## src/rtl/pong_pkg.sv

```systemverilog
// Shared pong definitions: direction encodings, ball FSM state encoding and
// default screen/paddle geometry used by the ball motion controller.
package pong_pkg;

  localparam logic DIR_RIGHT = 1'b0;
  localparam logic DIR_LEFT  = 1'b1;
  localparam logic DIR_DOWN  = 1'b0;
  localparam logic DIR_UP    = 1'b1;

  localparam int PONG_H_ACTIVE  = 640;
  localparam int PONG_V_ACTIVE  = 480;
  localparam int PONG_BALL_SIZE = 8;
  localparam int PONG_PADDLE_W  = 8;
  localparam int PONG_PADDLE_H  = 64;

  typedef enum logic [1:0] {
    IDLE = 2'd0,
    MOVE = 2'd1,
    MISS = 2'd2
  } ball_state_t;

endpackage

```

## src/rtl/axis_stepper.sv

```systemverilog
// One axis of ball motion: position, direction, wall clamp and edge detect.
// dir=1 moves toward LO_LIM (LEFT/UP), dir=0 toward HI_LIM (RIGHT/DOWN).
module axis_stepper #(
  parameter int   COORD_W   = 10,
  parameter int   STEP_W    = 3,
  parameter int   LO_LIM    = 0,
  parameter int   HI_LIM    = 472,
  parameter int   CENTER    = 236,
  parameter logic RESET_DIR = 1'b0
) (
  input  logic               i_Clk,
  input  logic               i_Reset,
  input  logic               adv,
  input  logic [STEP_W-1:0]  step,
  input  logic               hit_lo,
  input  logic               hit_hi,
  input  logic               force_en,
  input  logic               force_dir,
  input  logic               load,
  input  logic               load_dir_en,
  input  logic               load_dir,
  output logic [COORD_W-1:0] pos,
  output logic               dir,
  output logic               miss_lo,
  output logic               miss_hi
);

  localparam int XW = COORD_W + 1;

  logic [XW-1:0]      pos_x;
  logic [XW-1:0]      step_x;
  logic               cross_lo;
  logic               cross_hi;
  logic [COORD_W-1:0] pos_nxt;
  logic               dir_nxt;

  // One spare bit so pos-step and pos+step never wrap.
  assign pos_x    = {1'b0, pos};
  assign step_x   = XW'(step);
  assign cross_lo = dir && (pos_x < XW'(LO_LIM) + step_x);
  assign cross_hi = !dir && (pos_x + step_x > XW'(HI_LIM));
  assign miss_lo  = adv && cross_lo && !hit_lo;
  assign miss_hi  = adv && cross_hi && !hit_hi;

  always_comb begin
    pos_nxt = pos;
    dir_nxt = dir;
    if (load) begin
      pos_nxt = COORD_W'(CENTER);
      if (load_dir_en) dir_nxt = load_dir;
    end else if (adv) begin
      if (cross_lo) begin
        if (hit_lo) begin
          pos_nxt = COORD_W'(LO_LIM);
          dir_nxt = 1'b0;
        end
      end else if (cross_hi) begin
        if (hit_hi) begin
          pos_nxt = COORD_W'(HI_LIM);
          dir_nxt = 1'b1;
        end
      end else if (dir) begin
        pos_nxt = pos - COORD_W'(step);
      end else begin
        pos_nxt = pos + COORD_W'(step);
      end
      if (force_en) dir_nxt = force_dir;
    end
  end

  always_ff @(posedge i_Clk or posedge i_Reset) begin
    if (i_Reset) begin
      pos <= COORD_W'(CENTER);
      dir <= RESET_DIR;
    end else begin
      pos <= pos_nxt;
      dir <= dir_nxt;
    end
  end

endmodule

```

## src/rtl/ball_motion_ctrl.sv

```systemverilog
// Ball position/direction, wall and paddle collisions, serve/play/miss FSM.
// Define DEBUG_DIR_OVERRIDE_EN to add the i_Switch direction override port.
//
// state | meaning
// IDLE  | ball centred and hidden, waiting for i_Serve on a frame tick
// MOVE  | ball in play, stepped once per frame tick
// MISS  | ball hidden and frozen for MISS_FRAMES ticks, then recentred
module ball_motion_ctrl
  import pong_pkg::*;
#(
  parameter int H_ACTIVE    = PONG_H_ACTIVE,
  parameter int V_ACTIVE    = PONG_V_ACTIVE,
  parameter int COORD_W     = 10,
  parameter int BALL_SIZE   = PONG_BALL_SIZE,
  parameter int PADDLE_W    = PONG_PADDLE_W,
  parameter int PADDLE_H    = PONG_PADDLE_H,
  parameter int STEP_W      = 3,
  parameter int MISS_FRAMES = 60
) (
  input  logic               i_Clk,
  input  logic               i_Reset,
`ifdef DEBUG_DIR_OVERRIDE_EN
  input  logic [3:0]         i_Switch,
`endif
  input  logic               i_Frame_Tick,
  input  logic               i_Serve,
  input  logic [STEP_W-1:0]  i_Speed,
  input  logic [COORD_W-1:0] i_PaddleL_Y,
  input  logic [COORD_W-1:0] i_PaddleR_Y,
  output logic [COORD_W-1:0] o_Ball_X,
  output logic [COORD_W-1:0] o_Ball_Y,
  output logic               o_HDir,
  output logic               o_VDir,
  output logic               o_Active,
  output logic               o_Score_L,
  output logic               o_Score_R
);

  localparam int CX    = (H_ACTIVE - BALL_SIZE) / 2;
  localparam int CY    = (V_ACTIVE - BALL_SIZE) / 2;
  localparam int X_LO  = PADDLE_W;
  localparam int X_HI  = H_ACTIVE - PADDLE_W - BALL_SIZE;
  localparam int Y_HI  = V_ACTIVE - BALL_SIZE;
  localparam int XW    = COORD_W + 1;
  localparam int CNT_W = $clog2(MISS_FRAMES + 1);

  ball_state_t       state;
  ball_state_t       state_nxt;
  logic [STEP_W-1:0] step;
  logic [CNT_W-1:0]  miss_cnt;
  logic              loser_left;
  logic              serve_go;
  logic              move_tick;
  logic              miss_done;
  logic              recenter;
  logic [XW-1:0]     y_x;
  logic              overlap_l;
  logic              overlap_r;
  logic              miss_l;
  logic              miss_r;
  logic [1:0]        y_miss_unused;
  logic              force_en;
  logic              force_h;
  logic              force_v;
  logic              active_nxt;
  logic              score_l_nxt;
  logic              score_r_nxt;

  assign serve_go  = (state == IDLE) && i_Frame_Tick && i_Serve;
  assign move_tick = (state == MOVE) && i_Frame_Tick;
  assign miss_done = (miss_cnt == '0);
  assign recenter  = (state == MISS) && i_Frame_Tick && miss_done;

  // Paddle overlap is judged on the ball's pre-update line.
  assign y_x       = {1'b0, o_Ball_Y};
  assign overlap_l = (y_x + XW'(BALL_SIZE) > {1'b0, i_PaddleL_Y}) &&
                     (y_x < {1'b0, i_PaddleL_Y} + XW'(PADDLE_H));
  assign overlap_r = (y_x + XW'(BALL_SIZE) > {1'b0, i_PaddleR_Y}) &&
                     (y_x < {1'b0, i_PaddleR_Y} + XW'(PADDLE_H));

`ifdef DEBUG_DIR_OVERRIDE_EN
  always_comb begin
    force_en = |i_Switch;
    force_h  = DIR_LEFT;
    force_v  = DIR_UP;
    if (i_Switch[3]) begin
      force_h = DIR_RIGHT;
      force_v = DIR_DOWN;
    end else if (i_Switch[2]) begin
      force_h = DIR_RIGHT;
      force_v = DIR_UP;
    end else if (i_Switch[1]) begin
      force_h = DIR_LEFT;
      force_v = DIR_DOWN;
    end
  end
`else
  assign force_en = 1'b0;
  assign force_h  = DIR_RIGHT;
  assign force_v  = DIR_DOWN;
`endif

  axis_stepper #(
    .COORD_W(COORD_W), .STEP_W(STEP_W), .LO_LIM(X_LO), .HI_LIM(X_HI),
    .CENTER(CX), .RESET_DIR(DIR_RIGHT)
  ) u_x_axis (
    .i_Clk(i_Clk), .i_Reset(i_Reset), .adv(move_tick), .step(step),
    .hit_lo(overlap_l), .hit_hi(overlap_r),
    .force_en(force_en), .force_dir(force_h),
    .load(recenter), .load_dir_en(1'b1),
    .load_dir(loser_left ? DIR_LEFT : DIR_RIGHT),
    .pos(o_Ball_X), .dir(o_HDir), .miss_lo(miss_l), .miss_hi(miss_r)
  );

  // Vertical walls always reflect, so this axis never reports a miss.
  axis_stepper #(
    .COORD_W(COORD_W), .STEP_W(STEP_W), .LO_LIM(0), .HI_LIM(Y_HI),
    .CENTER(CY), .RESET_DIR(DIR_UP)
  ) u_y_axis (
    .i_Clk(i_Clk), .i_Reset(i_Reset), .adv(move_tick), .step(step),
    .hit_lo(1'b1), .hit_hi(1'b1),
    .force_en(force_en), .force_dir(force_v),
    .load(recenter), .load_dir_en(1'b0), .load_dir(DIR_UP),
    .pos(o_Ball_Y), .dir(o_VDir),
    .miss_lo(y_miss_unused[0]), .miss_hi(y_miss_unused[1])
  );

  always_ff @(posedge i_Clk or posedge i_Reset) begin
    if (i_Reset) begin
      state     <= IDLE;
      o_Active  <= 1'b0;
      o_Score_L <= 1'b0;
      o_Score_R <= 1'b0;
    end else begin
      state     <= state_nxt;
      o_Active  <= active_nxt;
      o_Score_L <= score_l_nxt;
      o_Score_R <= score_r_nxt;
    end
  end

  always_comb begin
    state_nxt = state;
    unique case (state)
      IDLE:    if (serve_go) state_nxt = MOVE;
      MOVE:    if (miss_l || miss_r) state_nxt = MISS;
      MISS:    if (recenter) state_nxt = IDLE;
      default: state_nxt = IDLE;
    endcase
  end

  always_comb begin
    active_nxt  = (state_nxt == MOVE);
    score_r_nxt = miss_l;
    score_l_nxt = miss_r;
  end

  always_ff @(posedge i_Clk or posedge i_Reset) begin
    if (i_Reset) begin
      step       <= STEP_W'(1);
      miss_cnt   <= '0;
      loser_left <= 1'b0;
    end else begin
      if (serve_go) step <= (i_Speed == '0) ? STEP_W'(1) : i_Speed;
      if (move_tick && (miss_l || miss_r)) begin
        miss_cnt   <= CNT_W'(MISS_FRAMES - 1);
        loser_left <= miss_l;
      end else if ((state == MISS) && i_Frame_Tick && !miss_done) begin
        miss_cnt <= miss_cnt - CNT_W'(1);
      end
    end
  end

endmodule

```

## config.mk

```make
export PLATFORM = sky130hd
export DESIGN_NAME = ball_motion_ctrl
export DESIGN_NICKNAME = d
export VERILOG_FILES = /design/src/rtl/pong_pkg.sv /design/src/rtl/axis_stepper.sv /design/src/rtl/ball_motion_ctrl.sv
export SDC_FILE = /design/constraint.sdc
export NUM_CORES = 1
export LEC_CHECK = 0
export ABC_AREA = 1
export CAP_MARGIN = 20
export CORE_MARGIN = 2
export CORE_UTILIZATION = 50
export CTS_BUF_LIST = sky130_fd_sc_hd__clkbuf_16
export CTS_CLUSTER_SIZE = 28
export DETAILED_ROUTE_END_ITERATION = 12
export PLACE_DENSITY = 0.81
export SYNTH_ARGS = -nofsm -noshare
export SYNTH_HDL_FRONTEND = slang
export SYNTH_SLANG_ARGS = --single-unit
```

## constraint.sdc

```tcl
create_clock -name i_Clk -period 3.41 [get_ports i_Clk]
set_input_delay 0.5115 -clock i_Clk [delete_from_list [all_inputs] [get_ports i_Clk]]
set_output_delay 0.5115 -clock i_Clk [all_outputs]
set_load 0.005 [all_outputs]
```

==> results by group, run 1 <==
Critical path
  – Setup crit end kind: flop
  – Critical path data required time: 3.56 ns
  – Max FO, Critical Path: 13
  – Reg2reg start: u_y_axis.pos[3]$_DFFE_PP1P_
  – Worst path most repeated cell: nand2_1
  – Slowest-stage cell, CP: dfstp_2
  – Crit path largest cell delay: 0.63 ns
  – Worst EP arrival: 3.21 ns
  – Worst Setup SP: u_y_axis.pos[3]$_DFFE_PP1P_
  – Critical path class: flop to flop
  – CP cell instances: ha_1, nand3_1, nor3_1, xor2_1, ha_1, nand2_1, o21ai_0, nor2_1, nand2_1, nand3_1, a21oi_1, nand2_2, nand2_1, o21ai_1
  – Worst Setup Start Kind: flop

Detailed routing
  – Total iterations of the first detailed-routing run: 5
  – Vias/cell: between 5 and 6
  – DRT iter0 DRCs: 273
  – Detail Route Antenna Nets: 0
  – Routed vias: 4315
  – Drt wl/cell: 13.9 um
  – Routed WL: 11.0 mm
  – Remaining DRCs: 0

Timing
  – FMAX: 328 MHz
  – Worst hold slack: between 0.5 and 0.6 ns
  – Worst Tran Pin Value: just over 0.7 ns
  – Clock Skew: between 0.004 and 0.005 ns
  – Hold Vio Cnt, Final: 0
  – Tmin final: 3.05 ns
  – Final slew viol count: 0
  – Final worst path period share: ~89%
  – Setup violators final: 0
  – Unrepaired setup endpoints after global routing: false
  – Max-slew headroom: 52.1%
  – TNS Setup: 0 ns

Power
  – VDD IR max: 498 uV
  – Power per cell area: slightly above 1000 mW/mm^2
  – LEAKAGE: 2.61 nW

Yosys
  – Leading area contributor after synthesis: ha_1
  – Netlist cell types: 36
  – YS warnings: 0
  – Synth Area in Compound Gates: 11.8%
  – Post-synthesis mux area share: 0%
  – Synth Instances: 629
  – Top cells by area, synth: ha_1 18%, dfrtp_1 15%, nand2_1 14%
  – XOR/XNOR Fraction of Synth Area: 5.77%
  – Area share of the largest cell type after synthesis: 18.0%
  – Simple-gate area share of the yosys netlist: about a third
  – Mapped Nets: 721
  – Mapped Avg Cell Area: 6.75 um^2
  – Synth Register Bits: 37
  – Post-Syn Area: ~0.0042 mm^2
  – Largest family of logic cells by synthesized area: simple AND/OR/NAND/NOR gates
  – Adder and majority gate portion of the synthesized area: 19.9%
  – Sequential-to-total area share from yosys stat: roughly 22%

Clock network
  – Root Driver: clkbuf_16
  – Clock H-tree levels: 2
  – CTS Hold Bufs: 0
  – CTS Sinks: 37
  – Worst skew pair latency: 0.28 ns
  – CTS tree: done
  – Setup Fix Bufs, Post-CTS: 0
  – Number of buffers created by CTS: 5
  – Clk buf depth: 2
  – Number of gates resized after cts: 0
  – Clock-pin slew on the worst setup and hold paths: 0.06 ns

Floorplanning
  – Die Wd: approximately 96 um
  – Die area: 0.00925 mm^2
  – Die Y-Extent: 96.2 um
  – Io pins: 52
  – FP Rows: 33
  – Core ar.: between 0.008 and 0.009 mm^2
  – Initial Utilization: 51.7%

Global routing
  – Largest net degree at the start of global routing: 20
  – GRT overflow: 0
  – Vias in the first global route: 4091
  – Total GRT Usage: between 20% and 30%
  – First-pass GRT wire length: between 15 and 20 mm
  – Initial antenna violation count: 0

Placed design
  – Buffers on Ports: 51
  – RePlAce Congestion: 0.912
  – DPL Wire Length: 8.87 mm

Finish
  – P&R area growth vs syn: 18.5%
  – Fraction of layout instances using a drive strength above 1: 4.97%
  – Antenna diode count: 0
  – Net count, final: 775
  – Core Util, Final: slightly above 60%

Status
  – Status: completed

Worst hold path
  – Hold crit path type: flop to flop
  – Hold Startpoint: miss_cnt[0]$_DFFE_PP0P_

Job
  – # Max-Cap Violations: 0
-- metal layers --
layer	share of wire [%]	wire (um)	track usage, %
met1	46	5010	32.8
met4	1.3	138	6.31
met5	0	0	0
met2	46	5030	41.7
met3	7.1	776	3.37
-- stage by stage --
| stage | instances | area [um^2] | setup slack [ns] | power [mW] |
|---|---|---|---|---|
| 2_1_floorplan | 629 | 4250 | 0.743 | 3.61 |
| 3_3_place_gp | 781 | 4870 | 0.485 | 4.52 |
| 3_5_place_dp | 781 | 4870 | 0.387 | 4.62 |
| 4_1_cts | 789 | 5030 | 0.384 | 5.16 |
| 5_1_grt | 789 | 5030 | 0.0654 | 5.77 |
| 6_report | 789 | 5030 | 0.358 | 5.21 |
-- kinds of logic after synthesis --
family,count (synthesis)
AND/OR/NAND/NOR,309
buffers and inverters,96
AO/OA/AOI/OAI,94
adder cells (fa/ha/maj),65
flip-flops,37
XOR/XNOR,28
-- power by group --
group | switching (mW) | internal (mW)
registers | 0.366 | 0.699
clock network | 0.172 | 0.340
logic | 2.13 | 1.50
total | 2.67 | 2.54
-- registers in the layout, summed over array words and instances (netlist names) --
signal,count
loser_left,1
miss_cnt,6
o_Active,1
o_Score_L,1
o_Score_R,1
state,2
step,3
u_x_axis.dir,1
u_x_axis.pos,10
u_y_axis.dir,1
u_y_axis.pos,10
-- worst max-delay path, delay by kind of cell, from the launching register on --
family                     cells  cell delay, ns
and+or+nand+nor                8            1.03
DFF                            1            0.63
adders and majority gates      2            0.60
AOI/OAI and AO/OA              3            0.52
xor gates and xnor gates       1            0.16
-- cell usage in the layout (no fill, tap or decap), types with 2 or more instances in the layout --
| master | synthesis | routed |
|---|---|---|
| xnor2_1 | 4 | 4 |
| o21ai_1 | 6 | 6 |
| a21o_1 | 2 | 2 |
| clkbuf_16 | 0 | 5 |
| o31ai_1 | 2 | 2 |
| clkdlybuf4s50_1 | 0 | 51 |
| o21ai_0 | 34 | 34 |
| nand3b_1 | 5 | 5 |
| ha_1 | 61 | 61 |
| nor2_1 | 63 | 63 |
| or2_2 | 3 | 3 |
| buf_4 | 0 | 2 |
| fa_1 | 4 | 4 |
| nor2_4 | 3 | 3 |
| inv_1 | 88 | 89 |
| dfstp_2 | 12 | 12 |
| nor4_1 | 2 | 2 |
| nand2_1 | 161 | 161 |
| xor2_1 | 24 | 24 |
| dfrtp_1 | 25 | 25 |
| nand4_1 | 19 | 19 |
| a21oi_1 | 40 | 40 |
| nand3_1 | 40 | 40 |
| o21bai_1 | 3 | 3 |
| inv_2 | 2 | 2 |
| o22ai_1 | 3 | 3 |
| nor3_1 | 5 | 5 |
| nor3b_1 | 2 | 2 |
| nand2_2 | 3 | 3 |
-- path summary, 6_finish.rpt --
kind	end	slack (ns)	cells after the start
max	u_x_axis.pos[0]$_DFFE_PP0P_	0.36	14
min reg2reg	miss_cnt[0]$_DFFE_PP0P_	0.50	2
max in group asynchronous	u_y_axis.pos[7]$_DFFE_PP1P_	1.97	3
min in group asynchronous	step[2]$_DFFE_PP0P_	0.66	2
min	miss_cnt[0]$_DFFE_PP0P_	0.50	2
max reg2reg	u_x_axis.pos[0]$_DFFE_PP0P_	0.36	14
-- area by class of cell --
type | instances | area (um^2)
repair buffers | 53 | 526
well taps | 105 | 131
inverters | 90 | 338
clock buffers | 5 | 125
clock inverters | 3 | 37.5
flip-flops and latches | 37 | 941
multi-input cells | 496 | 2930
fillers | 735 | 3180
-- cell usage after synthesis, drive strengths merged --
| cell | instances |
|---|---|
| a21o | 2 |
| a21oi | 41 |
| a31oi | 1 |
| and3 | 1 |
| buf | 4 |
| clkbuf | 2 |
| dfrtp | 25 |
| dfstp | 12 |
| fa | 4 |
| ha | 61 |
| inv | 90 |
| nand2 | 164 |
| nand3 | 41 |
| nand3b | 5 |
| nand4 | 19 |
| nor2 | 67 |
| nor3 | 5 |
| nor3b | 2 |
| nor4 | 2 |
| o211ai | 1 |
| o21a | 1 |
| o21ai | 40 |
| o21bai | 3 |
| o22ai | 3 |
| o31ai | 2 |
| or2 | 3 |
| xnor2 | 4 |
| xor2 | 24 |
(Power assumes the default switching activity.)
==> run 2: changes to the inputs <==
Settings changed: ABC_AREA 1 to not set, CORE_MARGIN 2 to not set.
==> run 2 against run 1 <==
Effect of this change: critical path depth decreased by 2; global-route usage is 2.7 points higher; clock skew shrank 0.0017 ns; cell count shrank 16%; synthesized area up 0.82%; worst setup slack got worse by 0.30 ns; non-clock buffer count increased by 21; maximum frequency fell by 9.0%; critical path type is now input port to flop; critical endpoint unchanged; largest cell class unchanged.
==> results by group, run 2 <==
Status
  – Status: completed

Timing
  – Setup violators final: 0
  – Hold Vio Cnt, Final: 0
  – FMAX: 298 MHz
  – Worst hold slack: 0.517 ns
  – Clock Skew: 0.00294 ns
  – Worst Tran Pin Value: 0.778 ns
  – Max-slew headroom: 48.0%
  – Final slew viol count: 0
  – Tmin final: between 3 and 4 ns
  – Final worst path period share: 98.3%
  – Unrepaired setup endpoints after global routing: false

Power
  – Sw Ratio: 47.1%
  – VDD IR max: 812 uV
  – Logic pwr share: 71.2%
  – NetSw: 2.49 mW
  – Clock Power Share: 8.2%
  – Seq pwr share: 20.6%
  – Power per cell area: 1020 mW/mm^2
  – LEAKAGE: 2.34 nW
  – Cell Int Power: 2.80 mW

Yosys
  – Sequential-to-total area share from yosys stat: 22.0%
  – Main flop type after synthesis: dfrtp_1
  – Synth Instances: 484
  – Adder and majority gate portion of the synthesized area: between 10% and 20%
  – Post-Syn Area: 0.00428 mm^2
  – Synth Area in Compound Gates: 23.6%
  – Largest family of logic cells by synthesized area: compound AO/OA/AOI/OAI gates
  – Mapped Nets: 576
  – Post-synth top cells: 61 x ha_1, 50 x inv_1, 25 x dfrtp_1, 25 x nand2_1, 25 x o21ai_0
  – YS warnings: 0
  – Top cells by area, synth: ha_1 18%, dfrtp_1 15%, dfstp_2 7.4%
  – Post-synthesis mux area share: 4.24%
  – XOR/XNOR Fraction of Synth Area: between 5 and 6%
  – Area share of the largest cell type after synthesis: 17.8%
  – Leading area contributor after synthesis: ha_1
  – Count leader, synth: ha_1
  – Simple-gate area share of the yosys netlist: 19.2%
  – Synth Register Bits: 37
  – Netlist cell types: 77
  – Synth async-reset ratio: 100%
  – Mapped Avg Cell Area: between 8 and 9 um^2
  – Post-synth EDFFs: 0

Worst hold path
  – WHS Endpoint: miss_cnt[1]$_DFFE_PP0P_
  – Hold Path Stages: 2
  – Hold crit path type: flop to flop
  – Hold Startpoint: miss_cnt[1]$_DFFE_PP0P_

Job
  – # Max-Cap Violations: 0

Finish
  – Biggest registers after layout: u_x_axis.pos (10), u_y_axis.pos (10), miss_cnt (6)
  – Fraction of layout instances using a drive strength above 1: 13.9%
  – Most common cell after layout, fill and taps aside: ha_1
  – Final cell count without fillers: 660
  – Antenna diode count: 0
  – Core Util, Final: around 63%
  – P&R area growth vs syn: 21.6%
  – Most frequent cells in the layout: 61 x ha_1, 52 x inv_1, 51 x clkdlybuf4s50_1
  – # fillers: 700
  – Net count, final: roughly 650

Clock network
  – CTS Hold Bufs: 0
  – CTS tree: done
  – Worst skew pair latency: 0.28 ns
  – Clk buf depth: 2
  – Number of buffers created by CTS: 5
  – Root Driver: clkbuf_16
  – Clock H-tree levels: 2
  – Clock-pin slew on the worst setup and hold paths: roughly 0.05 ns
  – CTS Sinks: 37

Floorplanning
  – FP Rows: 33
  – Die Wd: 94.5 um
  – Core ar.: 0.00826 mm^2
  – Die Y-Extent: between 90 and 100 um
  – Initial Utilization: 51.8%
  – Die area: 0.00894 mm^2
  – Io pins: 52

Global routing
  – GRT overflow: 0
  – Initial antenna violation count: 0
  – Vias in the first global route: 4139
  – Total GRT Usage: around 27%
  – First-pass GRT wire length: 19.1 mm
  – Largest net degree at the start of global routing: 38

Detailed routing
  – Routed vias: slightly above 4k
  – DRT iter0 DRCs: 286
  – Vias/cell: about 6.3
  – Drt wl/cell: 17.9 um
  – Total iterations of the first detailed-routing run: 6
  – Remaining DRCs: 0
  – Detail Route Antenna Nets: 0
  – Routed WL: approximately 12 mm

Critical path
  – Setup crit end kind: flop
  – Reg2reg start: u_y_axis.pos[6]$_DFFE_PP1P_
  – Worst EP arrival: 3.51 ns
  – FF-to-FF path depth: 12
  – Worst reg-to-reg setup slack: 0.15 ns
  – Critical path class: input port to flop
  – Critical path data required time: 3.57 ns
  – Worst r2r dst: u_x_axis.pos[0]$_DFFE_PP0P_
  – Worst Setup Start Kind: input port
  – Max FO, Critical Path: 10

Placed design
  – Buffers on Ports: between 50 and 60
  – DPL Wire Length: 9.08 mm
  – RePlAce Congestion: a little under 1
  – Dpl cells: roughly 650
run 2: changes by cell type after synthesis, moves of 9 or more:
cell     before  now
nand2_1     161   25
nor2_1       63   22
inv_1        88   50
nand3_1      40   20
xor2_1       24    5
a21oi_1      40   22
xnor2_1       4   22
nand4_1      19   10
o21ai_0      34   25
run 2: layout make-up:
type / instances / area, um^2 / area share (%)
clock buffer: 5 / 125 / 2.40
clock inverter: 3 / 11.3 / 0.216
inverter: 51 / 191 / 3.68
multi-input combinational: 385 / 3110 / 59.8
sequential: 37 / 941 / 18.1
tap: 105 / 131 / 2.52
timing repair buffer: 74 / 696 / 13.4
run 2: metal layers:
| layer | track usage [%] | vias up | part of all wire, % |
|---|---|---|---|
| met4 | 13.8 | 0 | 3.2 |
| li1 | - | 1951 | - |
| met3 | 3.78 | 35 | 5.4 |
| met1 | 31.2 | 1975 | 41 |
| met2 | 49.4 | 169 | 50 |
| met5 | 0 | - | 0 |
run 2: logic make-up after synthesis:
kind of cell / after synthesis
AND/OR/NAND/NOR: 145
flip-flops: 37
multiplexers: 15
buffers and inverters: 62
AO/OA/AOI/OAI: 133
XOR/XNOR: 27
adder cells (fa/ha/maj): 65
run 2: power groups by stage:
| stage | Sequential (mW) | Clock [mW] | Combinational [mW] |
|---|---|---|---|
| floorplan | 0.947 | 0 | 2.63 |
| global placement | 1.07 | 0 | 3.47 |
| detailed placement | 1.08 | 0 | 3.64 |
| CTS | 1.08 | 0.438 | 3.69 |
| global route | 1.13 | 0.460 | 4.13 |
| finish | 1.09 | 0.433 | 3.77 |
run 2: worst max-delay path, cell delays in order:
cell and delay (ns):
clkdlybuf4s50_1 0.45, ha_1 0.23, xnor2_1 0.13, ha_1 0.30, a21o_1 0.18, a21o_1 0.18
a2111oi_0 0.54, o2bb2ai_1 0.27, o211ai_2 0.17, o21ai_4 0.10, buf_12 0.16, mux2_4 0.29
run 2: through the flow:
| step | setup slack (ns) | TNS [ns] | cell area [um^2] | total power [mW] |
|---|---|---|---|---|
| after floorplan | 0.0858 | 0 | 4280 | 3.57 |
| after global placement | 0.113 | 0 | 5040 | 4.54 |
| after detailed placement | -0.0741 | -0.651 | 5040 | 4.73 |
| after CTS | 0.103 | 0 | 5170 | 5.21 |
| after global routing | 0.00226 | 0 | 5210 | 5.72 |
| final | 0.0576 | 0 | 5210 | 5.29 |
run 2: worst max-delay path by stage:
stage / start / endpoint / slack (ns) / depth (start not counted)
floorplan: u_y_axis.pos[6]$_DFFE_PP1P_ / u_x_axis.pos[6]$_DFFE_PP0P_ / 0.09 / 12
global placement: i_PaddleR_Y[6] / u_x_axis.pos[6]$_DFFE_PP0P_ / 0.11 / 11
detailed placement: i_PaddleR_Y[7] / u_x_axis.pos[7]$_DFFE_PP0P_ / -0.07 / 11
CTS: u_y_axis.pos[6]$_DFFE_PP1P_ / u_x_axis.pos[0]$_DFFE_PP0P_ / 0.10 / 11
global route: u_y_axis.pos[3]$_DFFE_PP1P_ / u_x_axis.pos[0]$_DFFE_PP0P_ / 0.002 / 11
finish: i_PaddleR_Y[7] / u_x_axis.pos[0]$_DFFE_PP0P_ / 0.06 / 12
run 2: repair_timing:
| action | in CTS | in global routing |
|---|---|---|
| hold endpoints to repair | 0 | 0 |
| buffers inserted | 0 | 1 |
| resized for setup | 0 | 4 |
| setup endpoints to repair | 0 | 10 |
==> run 3: changes to the inputs <==
Settings changed: CTS_BUF_LIST sky130_fd_sc_hd__clkbuf_16 to not set, CTS_CLUSTER_DIAMETER set to 30, PLACE_DENSITY 0.81 to not set, PLACE_DENSITY_LB_ADDON set to 0.3.
==> run 3 against run 2 <==
Effect of this change: clock power down 24%; non-clock buffer count is 2 lower; die area unchanged; sequential cell count stayed put; register-to-register slack worse by 0.06 ns; sequential power hardly changed; global-route usage is 0.34 points lower; clock skew rose by 0.0063 ns; highest routed layer unchanged; cell count fell by 0.30%.
==> results by group, run 3 (synthesized netlist as in run 2, its figures left out) <==
Status
  – Status: completed

Finish
  – P&R area growth vs syn: 20.2%
  – Fraction of layout instances using a drive strength above 1: 14.3%
  – Antenna diode count: 0
  – Net count, final: 644
  – Most common cell after layout, fill and taps aside: ha_1
  – Biggest registers after layout: u_x_axis.pos (10), u_y_axis.pos (10), miss_cnt (6)
  – Final cell count without fillers: around 660
  – Most frequent cells in the layout: 60 x ha_1, 51 x clkdlybuf4s50_1, 50 x inv_1

Global routing
  – First-pass GRT wire length: roughly 19 mm
  – Total GRT Usage: 26.9%
  – Initial antenna violation count: 0
  – Vias in the first global route: 3878
  – Largest net degree at the start of global routing: 38
  – GRT overflow: 0

Critical path
  – FF-to-FF path depth: 12
  – Worst Setup Start Kind: flop
  – Worst EP arrival: 3.51 ns
  – Worst r2r dst: u_x_axis.pos[6]$_DFFE_PP0P_
  – Worst reg-to-reg setup slack: 0.09 ns
  – Crit path to: u_x_axis.pos[6]$_DFFE_PP0P_
  – Setup crit end kind: flop
  – Critical path data required time: roughly 3.6 ns
  – Max FO, Critical Path: 10
  – Reg2reg start: u_y_axis.pos[3]$_DFFE_PP1P_
  – Worst Setup SP: u_y_axis.pos[3]$_DFFE_PP1P_
  – Critical path class: flop to flop

Detailed routing
  – Detail Route Antenna Nets: 0
  – Routed vias: about 4.0k
  – DRT iter0 DRCs: roughly 210
  – Drt wl/cell: about 18 um
  – Vias/cell: 6.07
  – Routed WL: roughly 12 mm
  – Total iterations of the first detailed-routing run: 5
  – Remaining DRCs: 0

Clock network
  – Root Driver: clkbuf_8
  – CTS Sinks: 37
  – Clock-pin slew on the worst setup and hold paths: 0.09 ns
  – Number of buffers created by CTS: 5
  – Clk buf depth: 2
  – Worst skew pair latency: 0.30 ns
  – Clock H-tree levels: 2
  – CTS tree: done
  – CTS Hold Bufs: 0

Timing
  – Tmin final: 3.32 ns
  – Worst Tran Pin Value: 0.728 ns
  – Clock Skew: 0.00923 ns
  – Worst hold slack: around 0.53 ns
  – Setup violators final: 0
  – Max-slew headroom: approximately half
  – Hold Vio Cnt, Final: 0
  – Final slew viol count: 0
  – Final worst path period share: a little over nine tenths
  – FMAX: ~300 MHz

Floorplanning
  – Io pins: 52
  – Initial Utilization: 51.8%
  – Die Wd: between 90 and 100 um
  – Die area: 0.00894 mm^2
  – Die Y-Extent: 94.5 um
  – FP Rows: 33
  – Core ar.: 0.00826 mm^2

Worst hold path
  – Hold crit path type: flop to flop

Placed design
  – Buffers on Ports: 51
  – RePlAce Congestion: 0.887
  – DPL Wire Length: 8.96 mm
  – Dpl cells: 648

Job
  – # Max-Cap Violations: 0

Power
  – Power per cell area: 996 mW/mm^2
  – Total power: a little over 5 mW
  – LEAKAGE: about 2.3 nW
  – VDD IR max: around 380 uV
[run 3: worst min path at each step]
stage / startpoint / to / cells after the start
detailed placement: miss_cnt[1]$_DFFE_PP0P_ / miss_cnt[1]$_DFFE_PP0P_ / 2
floorplan: miss_cnt[1]$_DFFE_PP0P_ / miss_cnt[1]$_DFFE_PP0P_ / 2
finish: miss_cnt[1]$_DFFE_PP0P_ / miss_cnt[1]$_DFFE_PP0P_ / 2
global placement: miss_cnt[1]$_DFFE_PP0P_ / miss_cnt[1]$_DFFE_PP0P_ / 2
global route: loser_left$_DFFE_PP0P_ / loser_left$_DFFE_PP0P_ / 2
CTS: miss_cnt[1]$_DFFE_PP0P_ / miss_cnt[1]$_DFFE_PP0P_ / 2
[run 3: power breakdown]
part	switching (mW)	internal [mW]
Sequential	0.389	0.703
Clock	0.186	0.145
Combinational	1.89	1.81
[run 3: timing repair]
item / in CTS / in global routing
setup buffers: 0 / 2
resized for setup: 0 / 4
endpoints found under the setup margin: 0 / 10
[run 3: final cells by class]
class / instances / area (um^2)
Timing Repair Buffer: 72 / 681
Fill cell: 690 / 3110
Sequential cell: 37 / 941
Multi-Input combinational cell: 385 / 3110
Clock buffer: 5 / 68.8
Tap cell: 105 / 131
Inverter: 51 / 191
Clock inverter: 3 / 21.3
[run 3: worst max-delay path, cell delays in order (launching register included)]
cell and delay, ns:
dfstp_2 0.62, ha_2 0.26, nand3_1 0.11, xnor2_1 0.16
ha_1 0.31, nand4_1 0.16, a211oi_1 0.29, or4_4 0.18
o2111ai_2 0.24, a31oi_4 0.34, o21ai_4 0.10, buf_12 0.16
mux2_4 0.29
[run 3: metal layers]
layer  vias up  global-route usage, %  wire length (um)
met2       118                   43.2              5250
li1       1945                      -                 -
met4         0                   6.44               165
met3        13                   3.78               661
met5         -                      0                 0
met1      1917                   38.2              5530
[run 3: stage by stage]
step                util (%)  TNS [ns]  cell area [um^2]  worst slack (ns)
global placement        60.7         0              5010            0.0797
floorplan                  -         0              4280            0.0858
global route            62.3   -0.0484              5150           -0.0217
finish                  62.3         0              5150            0.0931
detailed placement      60.7         0              5010            0.0378
CTS                     61.8         0              5100            0.0353
